--- src/rtl/input_conditioner.sv ---
// Purpose: synchronize, debounce and edge-detect raw panel buttons/switches into clean one-clock events.
// Latency: button press -> btn_pulse after DEBOUNCE_CYCLES+3 clocks; level switches settle after DEBOUNCE_CYCLES+2.
// Backpressure: none; coincident presses queue in a pending mask and drain one per clock, highest index first.
module input_conditioner #(
    parameter int DEBOUNCE_CYCLES = 250000,
    parameter int CNT_W           = 18
) (
    input  logic       clk,
    input  logic       rst_n,
    input  logic [3:0] btn,
    input  logic [3:0] sw,
    input  logic       plKey,
    input  logic       setNo,
    input  logic       enable,
    output logic [3:0] btn_pulse,
    output logic [3:0] sw_cap,
    output logic       plkey_db,
    output logic       setno_db,
    output logic       enable_db
);

    // Channel map: [3:0] buttons, [4] player key, [5] set number, [6] game enable.
    localparam int NCH = 7;
    localparam logic [CNT_W-1:0] CNT_MAX = CNT_W'(DEBOUNCE_CYCLES - 1);

    logic [NCH-1:0]   raw;
    logic [NCH-1:0]   sync_meta;
    logic [NCH-1:0]   sync_q;
    logic [3:0]       sw_meta;
    logic [3:0]       sw_sync;
    logic [NCH-1:0]   stable;
    logic [CNT_W-1:0] cnt [NCH];
    logic [NCH-1:0]   accept;
    logic [3:0]       btn_rise;
    logic [3:0]       pending;
    logic [3:0]       pending_nxt;
    logic [3:0]       grant;
    logic             issue;

    assign raw = {enable, setNo, plKey, btn};

    // Two-flop synchronizers for every raw input; sw is synchronized but not debounced.
    always_ff @(posedge clk or negedge rst_n) begin
        if (!rst_n) begin
            sync_meta <= '0;
            sync_q    <= '0;
            sw_meta   <= '0;
            sw_sync   <= '0;
        end else begin
            sync_meta <= raw;
            sync_q    <= sync_meta;
            sw_meta   <= sw;
            sw_sync   <= sw_meta;
        end
    end

    // A channel accepts its new level on the clock its counter has seen DEBOUNCE_CYCLES-1 disagreeing clocks.
    always_comb begin
        accept = '0;
        for (int i = 0; i < NCH; i++) begin
            accept[i] = (sync_q[i] != stable[i]) && (cnt[i] == CNT_MAX);
        end
    end

    // Debounce counters: any agreement with the stable level restarts the count, so glitches never accumulate.
    always_ff @(posedge clk or negedge rst_n) begin
        if (!rst_n) begin
            stable <= '0;
            for (int i = 0; i < NCH; i++) begin
                cnt[i] <= '0;
            end
        end else begin
            for (int i = 0; i < NCH; i++) begin
                if (sync_q[i] == stable[i]) begin
                    cnt[i] <= '0;
                end else if (cnt[i] == CNT_MAX) begin
                    stable[i] <= sync_q[i];
                    cnt[i]    <= '0;
                end else begin
                    cnt[i] <= cnt[i] + CNT_W'(1);
                end
            end
        end
    end

    assign plkey_db  = stable[4];
    assign setno_db  = stable[5];
    assign enable_db = stable[6];

    // Only a 0->1 acceptance is a press; releases are ignored.
    assign btn_rise = accept[3:0] & sync_q[3:0];
    assign issue    = enable_db && (pending != 4'b0000);

    // Pick the highest pending button and work out the next pending mask; a new press wins over a same-bit clear.
    always_comb begin
        grant = 4'b0000;
        if (pending[3]) begin
            grant = 4'b1000;
        end else if (pending[2]) begin
            grant = 4'b0100;
        end else if (pending[1]) begin
            grant = 4'b0010;
        end else if (pending[0]) begin
            grant = 4'b0001;
        end

        pending_nxt = 4'b0000;
        if (enable_db) begin
            pending_nxt = (pending & ~grant) | btn_rise;
        end
    end

    // Pending mask plus registered pulse/capture outputs; sw_cap holds between events.
    always_ff @(posedge clk or negedge rst_n) begin
        if (!rst_n) begin
            pending   <= '0;
            btn_pulse <= '0;
            sw_cap    <= '0;
        end else begin
            pending <= pending_nxt;
            if (issue) begin
                btn_pulse <= grant;
                sw_cap    <= sw_sync;
            end else begin
                btn_pulse <= 4'b0000;
            end
        end
    end

endmodule

--- config.mk ---
export PLATFORM = sky130hd
export DESIGN_NAME = input_conditioner
export DESIGN_NICKNAME = d
export VERILOG_FILES = /design/src/rtl/input_conditioner.sv
export SDC_FILE = /design/constraint.sdc
export NUM_CORES = 1
export LEC_CHECK = 0
export BUFFER_PORTS_ARGS = -buffer_cell sky130_fd_sc_hd__buf_2
export CAP_MARGIN = 20
export CORE_MARGIN = 4
export CORE_UTILIZATION = 40
export DETAILED_ROUTE_END_ITERATION = 8
export MAX_ROUTING_LAYER = met4
export PLACE_DENSITY = 0.56
export SLEW_MARGIN = 30
export SYNTH_ARGS = -nofsm -noshare
export SYNTH_HDL_FRONTEND = slang
export SYNTH_SLANG_ARGS = --single-unit
--- constraint.sdc ---
create_clock -name clk -period 2.9 [get_ports clk]
set_input_delay 0.145 -clock clk [delete_from_list [all_inputs] [get_ports clk]]
set_output_delay 0.145 -clock clk [all_outputs]
set_load 0.01 [all_outputs]
# Word-level counts from Yosys, hierarchy flattened
# Index checks and enable logic that the tools add are counted.
dict set report word_totals {
  ff_bits 167
  input_bits 13
  out_inout_bits 11
  wordCells 90
}
dict set report classes {
  n_addsub 7
  eq_ne 18
  n_mux 20
  bitwise_logic 11
  reduce_logical 13
}
# cell n
set ops {}
lappend ops {{two-way mux 18 bit} 14}
lappend ops {{adder 18 x 1 -> 18 bit, second input constant} 7}
lappend ops {{equality test 18 bit, second input constant} 7}
lappend ops {{two-way mux 4 bit} 4}
lappend ops {{AND reduction 2 bit} 7}
lappend ops {{AND 4 bit} 2}
lappend ops {{equality test 1 bit} 7}
lappend ops {{NOT 1 bit} 7}
lappend ops {{logical AND 1 bit} 5}
lappend ops {{inequality test 1 bit} 4}
lappend ops {{NOT 4 bit} 1}
lappend ops {{OR 4 bit} 1}
lappend ops {{nonzero test 4 bit} 1}
lappend ops {{two-way mux 2 bit} 1}
lappend ops {{two-way mux 1 bit} 1}

# Depth between registers and ports, before layout
# Gate-level depths: netlist of the first run.
dict set report depth {
  depth_word 8
  ltp_mapped 6
  depth_no_buf 5
}

# Least setup slack after synthesis of the first run
# OpenSTA, ideal clock, no wires.
dict set report synth_path {
  kind {register to register}
  from {register cnt[31] (netlist bit)}
  to {register stable[5]}
  setup_time_ns 0.125
  arrival_time_ns 1.890
  t_required_ns 2.775
  setup_slack_ns 0.885
  stages_incl_launch_ff 5
  path_buffers 0
  period_less_slack_ns 2.015
  cell_sequence {dfrtp_1 -> or4b_1 -> or4_4 -> nor2_1 -> mux2_2}
}
dict set report synth_via {
  elab_chain_cells 2
}
# item line_no
set synth_rtl {}
lappend synth_rtl {{start, declared} 32} ;# logic [CNT_W-1:0] cnt [NCH];
lappend synth_rtl {{start signal, assigned by index} 80} ;# cnt[i] <= cnt[i] + CNT_W'(1);
lappend synth_rtl {{equality test 18 bit} 76} ;# end else if (cnt[i] == CNT_MAX) begin
lappend synth_rtl {{AND reduction 2 bit (no line)} -}
lappend synth_rtl {{end signal, assigned by index} 77} ;# stable[i] <= sync_q[i];
lappend synth_rtl {{end, declared} 31} ;# logic [NCH-1:0] stable;
# Every way passes these cells.
# A chain may end at the register's enable or synchronous reset.

# Worst setup path after layout of the first run
dict set report layout_path {
  from {register cnt[90] (netlist bit)}
  to {register cnt[93] (netlist bit)}
}
dict set report layout_via {
  elab_chain_cells 3
  word_cells_on_any_way 4
}
# item line_no
set layout_rtl {}
lappend layout_rtl {{adder 18 x 1 -> 18 bit / equality test 18 bit (equally long branches)} {80, 76}}
lappend layout_rtl {{two-way mux 18 bit *} 76}
lappend layout_rtl {{two-way mux 18 bit *} 74} ;# if (sync_q[i] == stable[i]) begin
# Every way passes the cells marked *; elsewhere a longest branch is shown, timed or not.

==> results.yml, run 1 <==
global_route:
  grtUsageMet1_pct: 19.27
  overflow: 0
  grt_max_degree: 74
  met3_usage_pct: 3.675
  grt_pass1_wl_um: 25370
  top_usage_layer: "met2"
  track_usage_pct: 14.66
  met2_usage_pct: 22.95
  grt_pass1_vias: 5472
  antenna_found_initial: 0
clock_network:
  cts_root_buffer: "clkbuf_16"
  htree_levels: 4
  cts_sinks: 167
  clkLatencyLatePin_ns: 0.42
  cts_setup_buffers: 0
  cts_tree: "yes"
  clk_pin_slew_ns: 0.06
  cts_buffers: 17
  cts_resized: 0
  clock_path_buffers: 2
  postCtsHoldBufs: 12
floorplanning:
  die_w_um: 145.5
  dieHeight_um: 145.5
  core_area_um2: 18640
  start_util_pct: 40.56
  rows: 50
  die_area_um2: 21170
  ios: 24
cells_and_area:
  nFillCells: 1717
  drive_gt1_share_pct: 10.03
  area_growth_pct: 14.30
  antenna_cells: 0
  nets: 796
  finalNonFillerCells: 1022
pwr:
  vdd_drop_max_v: 0.0003668
  power.leakage_nw: 3.495
  power_mw: 4.666
  power.density_nw_per_um2: 539.9
logic_synthesis:
  synth_edf_count: 0
  synth_area_um2: 7562
  synth_cells: 728
  synth_top_area_cell: "dfrtp_1"
  synth_cell_type_count: 47
  synthDominantCellAreaShare_pct: 55.26
  ys_warn_count: 0
  ys_seq_area_share_pct: 55.26
  synth_seq_cells: 167
  synth_fp_nets: 748
  ys_async_sr_fraction_pct: 100.0
  ys_top_cells_by_area: "dfrtp_1 (55%), xnor2_1 (9.6%), nor2_1 (7.0%)"
  syn_area_per_cell_um2: 10.39
  ys.flop_type: "dfrtp_1"
route:
  wire_per_inst_um: 13.86
  first_pass_iters: 4
  drt-initial-drc-count: 298
  ant_nets: 0
  drc: 0
  vias: 5302
  routed_wirelength_um: 14170
  viasPerCell: 5.188
setup_path:
  crit_fanout: 17
  rr_worst_depth: 5
  critPathArrivalTime_ns: 2.55
  r2r_slack_ns: 0.61
  cp-start-kind: "register"
  cp-startpoint: "cnt[90]"
  rr_startpoint: "cnt[90]"
  regToRegEndpoint: "cnt[93]"
  worstPathRequired_ns: 3.16
  critPathCaptureType: "register"
  crit_end: "cnt[93]"
  worstSetupPathType: "register to register"
place:
  hpwl_um: 9504
  gp_congestion: 0.7981
  post-place-cells: 979
  port_buffers: 23
sta:
  setup_tns_ns: 0
  period_share_pct: 78.82
  fin_skew_ns: 0.008207
  final-setup-viol-count: 0
  finalCriticalPeriod_ns: 2.286
  relSlewSlack_pct: 39.34
  timing.fmax_ghz: 0.4375
  worst_pin_slew_ns: 0.9004
  hold_viol_final: 0
  rsz0062_at_grt: "false"
  drv_slew: 0
hold_path:
  min-delay-path-class: "input pin to asynchronous set/reset pin"
run_status:
  outcome: "completed"
flow_run:
  maxCapViolCount: 0
==> how the worst min path moves through the flow <==
| stage | to | slack (ns) |
|---|---|---|
| 4_1_cts | cnt[12] | 0.34 |
| 5_1_grt | sync_meta[3] | 0.35 |
| 3_3_place_gp | cnt[7] | 0.22 |
| 2_1_floorplan | btn_pulse[0] | -0.15 |
| 6_report | cnt[11] | 0.31 |
| 3_5_place_dp | cnt[7] | 0.22 |
==> cells in the final DEF, fill, tap and decap left out, types with 3 or more instances in the layout <==
master / instances
dfrtp_1: 167
nor2_1: 141
xnor2_1: 83
nand3_1: 47
nor4_1: 42
nand4_1: 33
nand2_1: 27
inv_1: 25
nor3_1: 25
buf_2: 22
xor2_1: 21
clkbuf_16: 17
dlygate4sd3_1: 12
a21oi_1: 11
mux2_2: 11
nor4b_1: 9
and3_1: 8
o21ai_0: 8
or4_1: 7
ha_1: 7
or3_1: 6
nor2b_1: 5
clkinv_2: 4
buf_4: 4
nand3b_1: 3
mux2i_1: 3
clkbuf_8: 3
clkbuf_1: 3
==> report_power, final <==
part,switching [mW],leakage (nW),internal (mW)
logic,0.0991,0.961,0.0516
clock network,0.873,0.269,1.24
registers,0.0322,2.27,2.37
==> critical path, stage by stage (launching register included) <==
cell and delay, ns:
dfrtp_1 0.40, ha_1 0.20, nand3_1 0.26, or4_1 0.62, o21ai_2 0.54, nor2_1 0.12
==> cells in the mapped netlist, types with 2 or more instances <==
library cell and number:
or4_1 7, ha_1 7, xor2_1 21, nor4b_1 9, mux2i_1 3, nor2b_1 5
nand4_1 33, dfrtp_1 167, or3_1 6, or2_2 2, and3_1 8, nor2_1 141
mux2_2 11, a21oi_1 11, o21ai_2 2, nand3b_1 3, nor3_1 25, clkbuf_1 7
o21ai_1 2, buf_2 2, xnor2_1 83, inv_1 25, a31o_2 2, nand3_1 47
o21ai_0 8, nand2_1 27, a32o_1 2, nor4_1 42, and3b_1 2
==> metrics by stage <==
step	setup WS [ns]	hold slack [ns]	cell area [µm²]	util, %
6_report	0.6143	0.3132	8643	46.36
5_1_grt	0.3568	0.3537	8643	46.36
4_1_cts	0.5913	0.3359	8643	46.36
3_5_place_dp	0.6115	0.2203	7971	42.76
3_3_place_gp	0.6692	0.2170	7971	42.76
2_1_floorplan	0.8853	-0.1506	7562	-
==> layer usage <==
metal / vias up / part of all wire (%)
met3: 11 / 2.8
met1: 2589 / 49
li1: 2636 / -
met2: 66 / 48
met4: 0 / 0.90
met5: - / 0
==> flip-flops by register name, indices dropped and copies added, names as in the netlist <==
name / count
pending: 4
sw_sync: 4
sync_q: 7
cnt: 126
btn_pulse: 4
sw_meta: 4
sw_cap: 4
stable: 7
sync_meta: 7
==> kinds of logic (layout without fill, tap and decap cells) <==
kind of cell	after synthesis	in the layout	synth area share (%)
muxes	14	14	2.035
xor gates and xnor gates	104	104	12.05
DFF	167	167	55.26
buffers and inverters	36	96	1.969
and+or+nand+nor	366	366	24.32
adders and majority gates	7	7	1.158
AOI/OAI and AO/OA	34	34	3.210
==> cell type report <==
class                   instances  area (µm²)  area share, %
clock buffers                  23       478.0          5.530
clock inverters                 8       73.82         0.8541
multi-input cells             525        3234          37.42
inverters                      25       93.84          1.086
flip-flops and latches        167        4179          48.35
well taps                     234       292.8          3.387
repair buffers                 40       291.5          3.373
Power figures use the tool's default switching activity.
==> run 2, diff against run 1 <==
PLACE_DENSITY = 0.58   (was 0.56)
clock period = 1.88 ns   (was 2.9 ns; I/O delays follow)
==> results.yml, run 2 (synthesis results as in run 1) <==
run_status:
  outcome: "finished with violations"
  failed_checks: "negative setup slack"
floorplanning:
  die_w_um: 145.5
  rows: 50
  core_area_um2: 18640
  die_area_um2: 21170
  dieHeight_um: 145.5
  ios: 24
  start_util_pct: 40.56
route:
  routed_wirelength_um: 14550
  first_pass_iters: 6
  wire_per_inst_um: 13.54
  drt-initial-drc-count: 189
  ant_nets: 0
  drc: 0
  vias: 5631
  viasPerCell: 5.243
sta:
  setup_tns_ns: -1.705
  hold_viol_final: 0
  period_share_pct: 107.1
  drv_slew: 0
  fin_skew_ns: 0.007567
  final-setup-viol-count: 18
  whs_ns: 0.2073
  setup_slack_ns: -0.1327
  worst_pin_slew_ns: 0.5407
  timing.fmax_ghz: 0.4968
  rsz0062_at_grt: "true"
  relSlewSlack_pct: 63.95
  finalCriticalPeriod_ns: 2.013
cells_and_area:
  layout_commonest_cell: "dfrtp_1"
  antenna_cells: 0
  drive_gt1_share_pct: 17.86
  area_growth_pct: 21.46
  utilization_pct: 49.27
  regMostFlops: "cnt"
  nets: 847
  largest_reg_flops: 126
  most-common-layout-cells: "dfrtp_1 (167), nor2_1 (137), xnor2_1 (83), buf_4 (51), nand3_1 (45)"
clock_network:
  htree_levels: 4
  clock_path_buffers: 2
  clkLatencyLatePin_ns: 0.42
  cts_tree: "yes"
  cts_sinks: 167
  clk_pin_slew_ns: 0.07
  cts_buffers: 17
  cts_root_buffer: "clkbuf_16"
place:
  hpwl_um: 10160
  port_buffers: 23
  dp_slack_ns: -0.1456
  gp_congestion: 0.8408
pwr:
  power_mw: 7.313
  vdd_drop_max_v: 0.0006150
  power.leakage_nw: 3.766
  power.density_nw_per_um2: 796.1
setup_path:
  rr_startpoint: "cnt[31]"
  crit_fanout: 2
  r2r_slack_ns: -0.13
  worstPathRequired_ns: 2.19
  regToRegEndpoint: "stable[5]"
  worstSetupPathType: "register to register"
  critPathCaptureType: "register"
  critPathArrivalTime_ns: 2.32
  cp-start-kind: "register"
  rr_worst_depth: 4
hold_path:
  min-delay-path-class: "input pin to asynchronous set/reset pin"
global_route:
  grt_pass1_wl_um: 25520
  track_usage_pct: 14.68
  grt_pass1_vias: 5525
  overflow: 0
  antenna_found_initial: 0
  grt_max_degree: 60
flow_run:
  maxCapViolCount: 0
==> run 2: power breakdown <==
part | internal [mW] | leakage (nW) | switching (mW)
logic | 0.109 | 1.22 | 0.159
clock network | 1.86 | 0.278 | 1.48
registers | 3.65 | 2.27 | 0.0494
total | 5.62 | 3.77 | 1.69
==> run 2: layout make-up <==
cell class | count | area, µm²
Sequential cell | 167 | 4179
Inverter | 25 | 93.84
Multi-Input combinational cell | 525 | 3333
Tap cell | 234 | 292.8
Clock inverter | 14 | 141.4
Fill cell | 1688 | 9458
Clock buffer | 18 | 429.2
Timing Repair Buffer | 91 | 715.7
==> run 2: critical path, stage by stage, from the launching register on <==
cell	delay [ns]
dfrtp_1	0.38
or4b_4	0.54
or4_4	0.57
nor2_4	0.12
mux2_4	0.30
==> run 2: metal layers <==
layer  track usage (%)  wire length, µm  vias up
met5                 -                0        -
met1             18.11             6637     2791
met4             4.748              231        0
met3             3.270              456       17
li1                  -                -     2743
met2             24.19             7221       80
==> run 2: timing repair <==
item                       in CTS  in global routing
buffers inserted                0                  3
pin swaps                       1                  2
hold buffers                   12                  0
setup endpoints to repair      18                 24
resized for setup               5                 10
hold endpoints to repair       66                  0
==> run 2: worst max path at each step <==
stage,startpoint,endpoint,slack [ns],cells past startpoint
floorplan,cnt[31],stable[5],-0.11,4
global placement,cnt[31],stable[5],-0.14,4
detailed placement,cnt[31],stable[5],-0.15,4
CTS,cnt[28],stable[5],-0.13,4
global route,cnt[31],stable[5],-0.16,4
finish,cnt[31],stable[5],-0.13,4
==> run 2: stage by stage <==
stage	std cells	area, µm²
2_1_floorplan	728	7600
3_3_place_gp	1027	8407
3_5_place_dp	1027	8407
4_1_cts	1071	9116
5_1_grt	1074	9185
6_report	1074	9185
